File: src/rtl/smc_pkg.sv
// Shared types and constants for the smc_topk ranked-sum block.
package smc_pkg;
    typedef enum logic [2:0] {
        ST_IDLE,
        ST_COLLECT,
        ST_DRAIN,
        ST_SUM,
        ST_OUT
    } state_t;

    localparam int MODE_ID_BIT    = 0;
    localparam int MODE_LARGE_BIT = 1;
    localparam int WEIGHT_BASE    = 3;
endpackage

File: src/rtl/smc_calc.sv
// Combinational region select and per-transistor value: floor(product/3).
module smc_calc #(
    parameter int IN_W  = 3,
    parameter int VAL_W = 10
) (
    input  logic             id_mode,
    input  logic [IN_W-1:0]  w,
    input  logic [IN_W-1:0]  v_gs,
    input  logic [IN_W-1:0]  v_ds,
    output logic [VAL_W-1:0] value
);
    localparam int    PW    = 3 * IN_W + 2;
    localparam longint M    = (longint'(1) << IN_W) - 1;

    // Worst-case product is bounded by 2*M^3.
    if ((2 * M * M * M) / 3 >= (longint'(1) << VAL_W)) begin : g_width_chk
        $error("smc_calc: VAL_W too narrow for IN_W");
    end

    logic          triode;
    logic [PW-1:0] pw, pgs, pds, prod, quot;

    always_comb begin
        pw     = PW'(w);
        pgs    = PW'(v_gs);
        pds    = PW'(v_ds);
        triode = pgs > pds + PW'(1);
        prod   = '0;
        if (triode)
            prod = id_mode ? pds * pw * (PW'(2) * pgs - pds - PW'(2))
                           : PW'(2) * pw * pds;
        else if (v_gs != '0)
            prod = id_mode ? pw * (pgs - PW'(1)) * (pgs - PW'(1))
                           : PW'(2) * pw * (pgs - PW'(1));
        quot  = prod / PW'(3);
        value = VAL_W'(quot);
    end
endmodule

File: src/rtl/smc_topk.sv
// Per-frame top-K rank buffer over transistor values, emitting a weighted sum.
module smc_topk
    import smc_pkg::*;
#(
    parameter int IN_W  = 3,
    parameter int K     = 3,
    parameter int MAX_N = 64,
    parameter int VAL_W = 10,
    parameter int OUT_W = 12,
    localparam int CNT_W = $clog2(MAX_N + 1)
) (
    input  logic             clk,
    input  logic             reset,
    input  logic             in_valid,
    output logic             in_ready,
    input  logic             in_last,
    input  logic [1:0]       mode,
    input  logic [IN_W-1:0]  W,
    input  logic [IN_W-1:0]  V_GS,
    input  logic [IN_W-1:0]  V_DS,
    output logic             out_valid,
    output logic [OUT_W-1:0] out_n,
    output logic [CNT_W-1:0] out_cnt
);
    if (K < 1 || K > 8) begin : g_k_chk
        $error("smc_topk: K must be 1..8");
    end

    localparam int          SUM_W   = VAL_W + 8;
    localparam logic [63:0] OUT_MAX = (64'd1 << OUT_W) - 64'd1;

    state_t                      state;
    logic [1:0]                  mode_r, eff_mode;
    logic [CNT_W-1:0]            cnt, cnt_next;
    logic                        fire, frame_end;
    logic                        s1_vld;
    logic [VAL_W-1:0]            s1_val, calc_val;
    logic [K-1:0][VAL_W-1:0]     rank_q, rank_d;
    logic [K-1:0]                rvld_q, rvld_d;
    logic [SUM_W-1:0]            sum;

    assign in_ready  = (state == ST_IDLE) || (state == ST_COLLECT);
    assign fire      = in_valid && in_ready;
    // Mode is latched on the first beat, but that beat must already use it.
    assign eff_mode  = (state == ST_IDLE) ? mode : mode_r;
    assign cnt_next  = (state == ST_IDLE) ? CNT_W'(1) : cnt + CNT_W'(1);
    assign frame_end = in_last || (cnt_next == CNT_W'(MAX_N));

    smc_calc #(.IN_W(IN_W), .VAL_W(VAL_W)) u_calc (
        .id_mode (eff_mode[MODE_ID_BIT]),
        .w       (W),
        .v_gs    (V_GS),
        .v_ds    (V_DS),
        .value   (calc_val)
    );

    // Buffer is kept descending with valid entries packed at the front.
    always_comb begin
        int pos;
        int p;
        rank_d = rank_q;
        rvld_d = rvld_q;
        pos    = K;
        p      = K;
        if (mode_r[MODE_LARGE_BIT] || !rvld_q[K-1]) begin
            for (int i = K - 1; i >= 0; i--)
                if (!rvld_q[i] || s1_val > rank_q[i]) pos = i;
            for (int i = K - 1; i > 0; i--)
                if (i > pos) begin
                    rank_d[i] = rank_q[i-1];
                    rvld_d[i] = rvld_q[i-1];
                end
            for (int i = 0; i < K; i++)
                if (i == pos) begin
                    rank_d[i] = s1_val;
                    rvld_d[i] = 1'b1;
                end
        end else if (s1_val < rank_q[0]) begin
            // Full and keeping smallest: evict the head, slide up, place value.
            for (int j = K - 1; j > 0; j--)
                if (s1_val >= rank_q[j]) p = j;
            for (int i = 0; i < K - 1; i++)
                if (i < p - 1) rank_d[i] = rank_q[i+1];
            for (int i = 0; i < K; i++)
                if (i == p - 1) rank_d[i] = s1_val;
        end
    end

    always_comb begin
        sum = '0;
        for (int i = 0; i < K; i++)
            if (rvld_q[i])
                sum = sum + SUM_W'(rank_q[i]) *
                      SUM_W'(mode_r[MODE_ID_BIT] ? WEIGHT_BASE + i : 1);
    end

    always_ff @(posedge clk) begin
        if (reset) begin
            state     <= ST_IDLE;
            mode_r    <= '0;
            cnt       <= '0;
            s1_vld    <= 1'b0;
            s1_val    <= '0;
            rank_q    <= '0;
            rvld_q    <= '0;
            out_valid <= 1'b0;
            out_n     <= '0;
            out_cnt   <= '0;
        end else begin
            s1_vld <= fire;
            if (fire) s1_val <= calc_val;
            if (s1_vld) begin
                rank_q <= rank_d;
                rvld_q <= rvld_d;
            end
            case (state)
                ST_IDLE: if (fire) begin
                    mode_r <= mode;
                    cnt    <= cnt_next;
                    state  <= frame_end ? ST_DRAIN : ST_COLLECT;
                end
                ST_COLLECT: if (fire) begin
                    cnt <= cnt_next;
                    if (frame_end) state <= ST_DRAIN;
                end
                ST_DRAIN: state <= ST_SUM;
                ST_SUM: begin
                    out_valid <= 1'b1;
                    out_n     <= (64'(sum) > OUT_MAX) ? '1 : OUT_W'(sum);
                    out_cnt   <= cnt;
                    state     <= ST_OUT;
                end
                ST_OUT: begin
                    out_valid <= 1'b0;
                    rank_q    <= '0;
                    rvld_q    <= '0;
                    state     <= ST_IDLE;
                end
                default: state <= ST_IDLE;
            endcase
        end
    end
endmodule

File: config.mk
export PLATFORM = sky130hd
export DESIGN_NAME = smc_topk
export DESIGN_NICKNAME = d
export VERILOG_FILES = /design/src/rtl/smc_pkg.sv /design/src/rtl/smc_calc.sv /design/src/rtl/smc_topk.sv
export SDC_FILE = /design/constraint.sdc
export NUM_CORES = 1
export LEC_CHECK = 0
export CORE_ASPECT_RATIO = 0.7
export CORE_MARGIN = 2
export CORE_UTILIZATION = 30
export CTS_BUF_LIST = sky130_fd_sc_hd__clkbuf_8
export DETAILED_ROUTE_END_ITERATION = 10
export GPL_TIMING_DRIVEN = 0
export SLEW_MARGIN = 10
export SYNTH_ARGS = -nofsm -noshare
export SYNTH_HDL_FRONTEND = slang
export SYNTH_HIERARCHICAL = 1
export SYNTH_SLANG_ARGS = --single-unit
File: constraint.sdc
create_clock -name clk -period 29.2 [get_ports clk]
set_input_delay 4.38 -clock clk [delete_from_list [all_inputs] [get_ports clk]]
set_output_delay 4.38 -clock clk [all_outputs]
set_load 0.005 [all_outputs]
-- Word level (Yosys, flattened, before mapping)
Index checks and enable logic that the tools add are counted.
- equality and inequality tests: 15
- div/mod/pow operators: 1
- multiply operators: 9
- $add $sub $neg: 8
- reductions and logical operators: 32
- multiplexer cells: 43
- $lt $le $gt $ge: 12
- operator list (kind ; number):
    $mux 32 ; 6
    $mux 10 ; 10
    $eq 2x32->1 const A ; 2
    $eq 3x32->1 const A ; 2
    $logic_not 32->1 ; 2
    $mux 30 ; 2
    $mux 11 ; 4
    $add 18x13->18 ; 2
    $mux 18 ; 2
    $gt 2x32->1 const A ; 1
    $gt 3x32->1 const A ; 1
    $lt 1x32->1 const A ; 1
    $lt 2x32->1 const A ; 1
    $sub 32x2->32 const B ; 1
    $gt 10x10->1 ; 3
    $mul 10x3->13 ; 2
    $mux 12 ; 2
    $ge 10x10->1 ; 2
    $gt 18x12->1 const B ; 1
    $mux 3 ; 5
    $mul 10x2->12 ; 1
    $mul 3x3->6 ; 2
    $pmux 3 s4 ; 1
    $reduce_and 3->1 ; 4
    32 further kinds ; 60
- bits in registers: 76
- input port bits: 15
- logic and storage cells: 134
- output and inout bits: 21

-- Depth between registers and ports, before layout
Gate-level depths: netlist of the first run.
- word-level depth: 11
- depth in mapped cells: 45
- gate-level depth less buffers: 44

-- Cells and area by module
Netlist of the first run, hierarchy kept.
- by module, submodules not included (module ; area each (um^2) ; times used ; seq. area each (um^2) ; cells an instance):
    smc_topk ; 6950.4 ; 1 ; 1521.5 ; 886
    smc_calc ; 5096.1 ; 1 ; 0.0 ; 643

-- Worst setup path after synthesis of the first run
No wires, ideal clock.
- kind: input -> register
- start: input V_GS[0]
- end: register s1_val[0]
- library setup time: 0.070 ns
- data required time: 29.130 ns
- path slack: 15.300 ns
- buffers on the path: 0
- arrival: 13.829 ns
- stages: 41
- path through: inv_1 -> ha_1 -> xor2_1 -> nand2_1 -> fa_1 -> inv_1 -> ha_1 -> inv_1 -> fa_1 -> nor2b_1 -> o21ai_0 -> nand2b_1 -> fa_1 -> and2_1 -> fa_1 -> fa_1 -> ha_1 -> fa_1 -> [5 not listed] -> a211oi_1 -> a22oi_4 -> or3_1 -> mux2i_1 -> nand4b_1 -> mux2_2 -> o211a_2 -> a21oi_2 -> o221ai_2 -> a22oi_4 -> xnor2_1 -> ha_1 -> a21oi_1 -> and4_1 -> and3_1 -> a2111oi_2 -> nand2_1 -> a21oi_1
- word-level cells in the longest chain between the ends: 7
- elaborated cells on any way between the ends: 14
- those cells by class: add/sub: 3; mul: 4; div: 1; order compare: 1; mux: 4; reduce/logical: 1
- ends and longest elaborated chain (what ; RTL line ; source):
    start: declaration ; smc_topk.sv:19 ; input logic [IN_W-1:0] V_GS,
    $sub 3x1->4 ; smc_calc.sv:33, smc_calc.sv:34 ;
    $mul 3x11->11 ; smc_calc.sv:33 ; prod = id_mode ? pw * (pgs - PW'(1)) * (pgs - PW'(1))
    $mul 11x11->11 ; smc_calc.sv:33 ;
    $mux 11 ; smc_calc.sv:33 ;
    $mux 11 ; smc_calc.sv:32 ; else if (v_gs != '0)
    $mux 11 * ; smc_calc.sv:29 ; if (triode)
    $div 11x2->11 * ; smc_calc.sv:35 ; quot = prod / PW'(3);
    named net calc_val[0] ; smc_topk.sv:37 ; logic [VAL_W-1:0] s1_val, calc_val;
    end signal: assignment ; smc_topk.sv:111 ; if (fire) s1_val <= calc_val;
    end: declaration ; smc_topk.sv:37 ;
Mark *: on every way through the listed nets, which the timed path passes. The rest lies on a longest branch.
A chain may end at the register's enable or synchronous reset.

-- Worst setup path after layout of the first run
Ends and elaborated chain as after synthesis.

==> results of run 1 <==
==> sequential cells by signal, indices dropped and copies added, names as in the netlist <==
register and flops:
rank_q 30, out_n 12, s1_val 10, cnt 7, out_cnt 7, rvld_q 3, state 3, mode_r 2
out_valid 1, s1_vld 1
==> metrics by stage <==
stage | setup WS (ns) | cells | hold slack [ns]
CTS | 13.67 | 2113 | 0.464
global route | 12.76 | 2114 | 0.486
global placement | 13.35 | 2097 | 0.451
finish | 13.60 | 2114 | 0.460
floorplan | 15.30 | 1529 | 0.453
detailed placement | 13.34 | 2097 | 0.451
==> cell usage after synthesis (24+ instances only) <==
| cell | number |
|---|---|
| nand2_1 | 135 |
| inv_1 | 177 |
| a211oi_1 | 54 |
| xnor2_1 | 34 |
| o21ai_0 | 63 |
| a21oi_1 | 80 |
| ha_1 | 162 |
| nor3_1 | 24 |
| nor2b_1 | 32 |
| mux2i_1 | 26 |
| clkbuf_1 | 39 |
| nand3_1 | 24 |
| and2_1 | 53 |
| nor2_1 | 158 |
| fa_1 | 77 |
| nand2b_1 | 24 |
| dfxtp_1 | 76 |
==> area by class of cell <==
class	count	area, um2	area share, %
repair buffers	33	330	2.49
well taps	535	669	5.05
inverters	178	668	5.04
clock buffers	9	124	0.934
flip-flops and latches	76	1520	11.5
plain buffers	61	269	2.03
multi-input cells	1214	9590	72.3
diodes	1	2.50	0.0189
clock inverters	7	82.6	0.623
==> where the power goes <==
| group | internal (mW) | leakage (nW) | switching (mW) |
|---|---|---|---|
| Clock | 0.0408 | 0.0984 | 0.0478 |
| Combinational | 0.286 | 5.33 | 0.424 |
| Sequential | 0.129 | 0.621 | 0.0559 |
| Total | 0.456 | 6.05 | 0.528 |
==> cell families (layout without fill, tap and decap cells) <==
kind of cell,Yosys count,count (layout),share of synthesized area [%]
compound gates,364,364,22.0
mux,32,32,2.72
other cells,0,1,0
simple gates,530,530,21.5
flops,76,76,12.6
xor+xnor,47,47,3.59
fa+ha+maj,241,241,29.8
buf+inv,239,288,7.78
==> tightest hold or removal path: cells and delay by family, from the launching register on <==
| family | cells | cell delay, ns |
|---|---|---|
| simple gates | 1 | 0.05 |
| compound gates | 1 | 0.05 |
| flops | 1 | 0.32 |
==> routing by layer <==
metal	up-vias	wire, um	track usage [%]
met5	-	0	0
met4	0	197	1.70
met3	18	2560	3.73
met2	303	13400	24.3
met1	5301	18000	26.1
li1	5424	-	-
==> worst max path at each step <==
| stage | start | endpoint | slack [ns] | cells past startpoint |
|---|---|---|---|---|
| floorplan | V_GS[0] | s1_val[0] | 15.30 | 41 |
| global placement | V_GS[0] | s1_val[0] | 13.35 | 45 |
| detailed placement | V_GS[0] | s1_val[0] | 13.34 | 43 |
| CTS | V_GS[0] | s1_val[0] | 13.67 | 42 |
| global route | V_GS[0] | s1_val[0] | 12.76 | 45 |
| finish | V_GS[0] | s1_val[0] | 13.60 | 43 |
==> results.md, run 1 <==
- PostCTS Resize Cnt: 0
- Synthesized area per cell: 7.88 um2
- Hold Path Depth: 2
- Vias per inst: 5.23
- Pwr Total: 984 uW
- Total wire length: 34100 um
- Vias in the first global route: 10700
- Buffers added on ports: 33
- Worst-margin pin slew: 1.06 ns
- Share of the synthesized area in the top cell type: 16.8%
- Max_cap viols: 0
- Distinct cells, synth: 95
- FF-to-FF path depth: 26
- Static leakage: 6.05 nW
- Layout cells sized above 1: 5.70%
- Final Core Density: 33.4%
- Crit path required time: 29.52 ns
- Initial antenna violation count: 1
- Setup_tns: 0 ns
- Clock skew after layout: 0.0140 ns
- Die Span X: 244 um
- Gpl congestion: 0.912
- Post-synthesis net count: 1783
- Register area share after synthesis: 12.6%
- Number of enable flip-flop cells after synthesis: 0
- Slew margin rel.: 28.4%
- 1st-iter DRT viols: 1002
- Critical Path Fanout Max: 10
- Final Slew Violations: 0
- Synth top area cells: ha_1 (17%), fa_1 (13%), dfxtp_1 (13%), inv_1 (5.5%), nor2_1 (4.9%)
- CTS Root Cell: clkbuf_8
- Startpoint Class: input port
- CTS Buffer Depth: 2
- Largest area contributor in the netlist: ha_1
- Initial Util: 30.4%
- Hold path start: out_cnt[2]
- Clk_lat worst skew: 0.39 ns
- First-pass GRT wire length: 57100 um
- FP Rows: 61
- Post-Syn Area: 12000 um2
- Power density over the cells: 74.2 nW/um2
- Total track usage: 16.9%
- Fin. Hold Viols: 0
- Core area: 39700 um2
- Cts hold-fix bufs: 0
- Total CTS buffers: 9
- Pre-antenna DRT Iters: 6
- Crit Reg-Reg Startpoint: mode_r[0]
- Post-synth ARST share: 0%
- Clk sink count: 76
- Worst R2R Setup Slack: 21.67 ns
- Post-DP Area: 13000 um2
- Unrepaired setup endpoints after global routing: no
- Most frequent cells in the layout: inv_1 (177), ha_1 (162), nor2_1 (158), nand2_1 (135), a21oi_1 (80)
- Largest net degree at the start of global routing: 16
- Crit share post-route: 53.4%
- Crit Reg-Reg Endpoint: out_n[9]
- CTS tree: done
- Crit-path max cell delay: 0.64 ns
- I/O pin total: 36
- Crit. End Element: register
- Max VDD drop: 0.0000353 V
- Period minus WS final: 15.60 ns
- Final instance area: 13300 um2
- ANT nets after route: 0
- Fillcell total: 4252
- Primary FF master, synth: dfxtp_1
- Setup Viol. Count Final: 0
- Outcome: completed
- Total number of vias: 11000
- Min-Delay Path Class: reg2reg
- Die ar.: 41800 um2
- Worst Hold End: out_cnt[2]
- Synthesized instance count: 1529
- Yosys reg bits: 76
- # H-tree levels: 3
- Die H: 172 um
- GR Overflow Total: 0
- Commonest non-fill, non-tap cell in the layout: inv_1
- Area delta synth->final: 10.0%
- Drt wl/cell: 16.2 um
- Worst path bufs/invs: 6
- Cell family with most CP delay: adder cells
- Post-CTS Setup Repair Bufs: 0
- Max Clock Freq: 0.0641 GHz
- HPWL after detailed placement: 28200 um
- Clock slew at reported path FFs: 0.09 ns
- Cell mode on critical path: fa_1
- Crit path kind: in2reg
- Syn. warnings: 6
- # DRC: 0
- Final layout net count: 1827
- CP arrival: 15.91 ns
- Slowest-stage cell, CP: xor2_1
(Power assumes the default switching activity.)
==> run 2, diff against run 1 <==
==> constraint.sdc (replaced) <==
create_clock -name clk -period 14.45 [get_ports clk]
set_input_delay 2.1675 -clock clk [delete_from_list [all_inputs] [get_ports clk]]
set_output_delay 2.1675 -clock clk [all_outputs]
set_load 0.005 [all_outputs]
==> results of run 2 <==
Same layout as run 1 (identical final DEF). Status: completed.
Among the figures that moved: setup slack after placement 13.34 ns -> 0.799 ns; setup slack after layout 13.60 ns -> 1.07 ns; register-to-register setup slack 21.67 ns -> 6.92 ns; total power 0.984 mW -> 1.99 mW; worst IR drop on VDD 0.0000353 V -> 0.0000714 V
==> run 3, diff against run 2 <==
--- a/config.mk
+++ b/config.mk
@@ -9,6 +9,7 @@
 export CORE_MARGIN = 2
 export CORE_UTILIZATION = 30
 export CTS_BUF_LIST = sky130_fd_sc_hd__clkbuf_8
+export CTS_CLUSTER_SIZE = 30
 export DETAILED_ROUTE_END_ITERATION = 10
 export GPL_TIMING_DRIVEN = 0
 export SLEW_MARGIN = 10
==> results of run 3 <==
Same layout as run 1 (identical final DEF). Status: completed.
Among the figures that moved: setup slack after placement 13.34 ns -> 0.799 ns; setup slack after layout 13.60 ns -> 1.07 ns; register-to-register setup slack 21.67 ns -> 6.92 ns; total power 0.984 mW -> 1.99 mW; worst IR drop on VDD 0.0000353 V -> 0.0000714 V
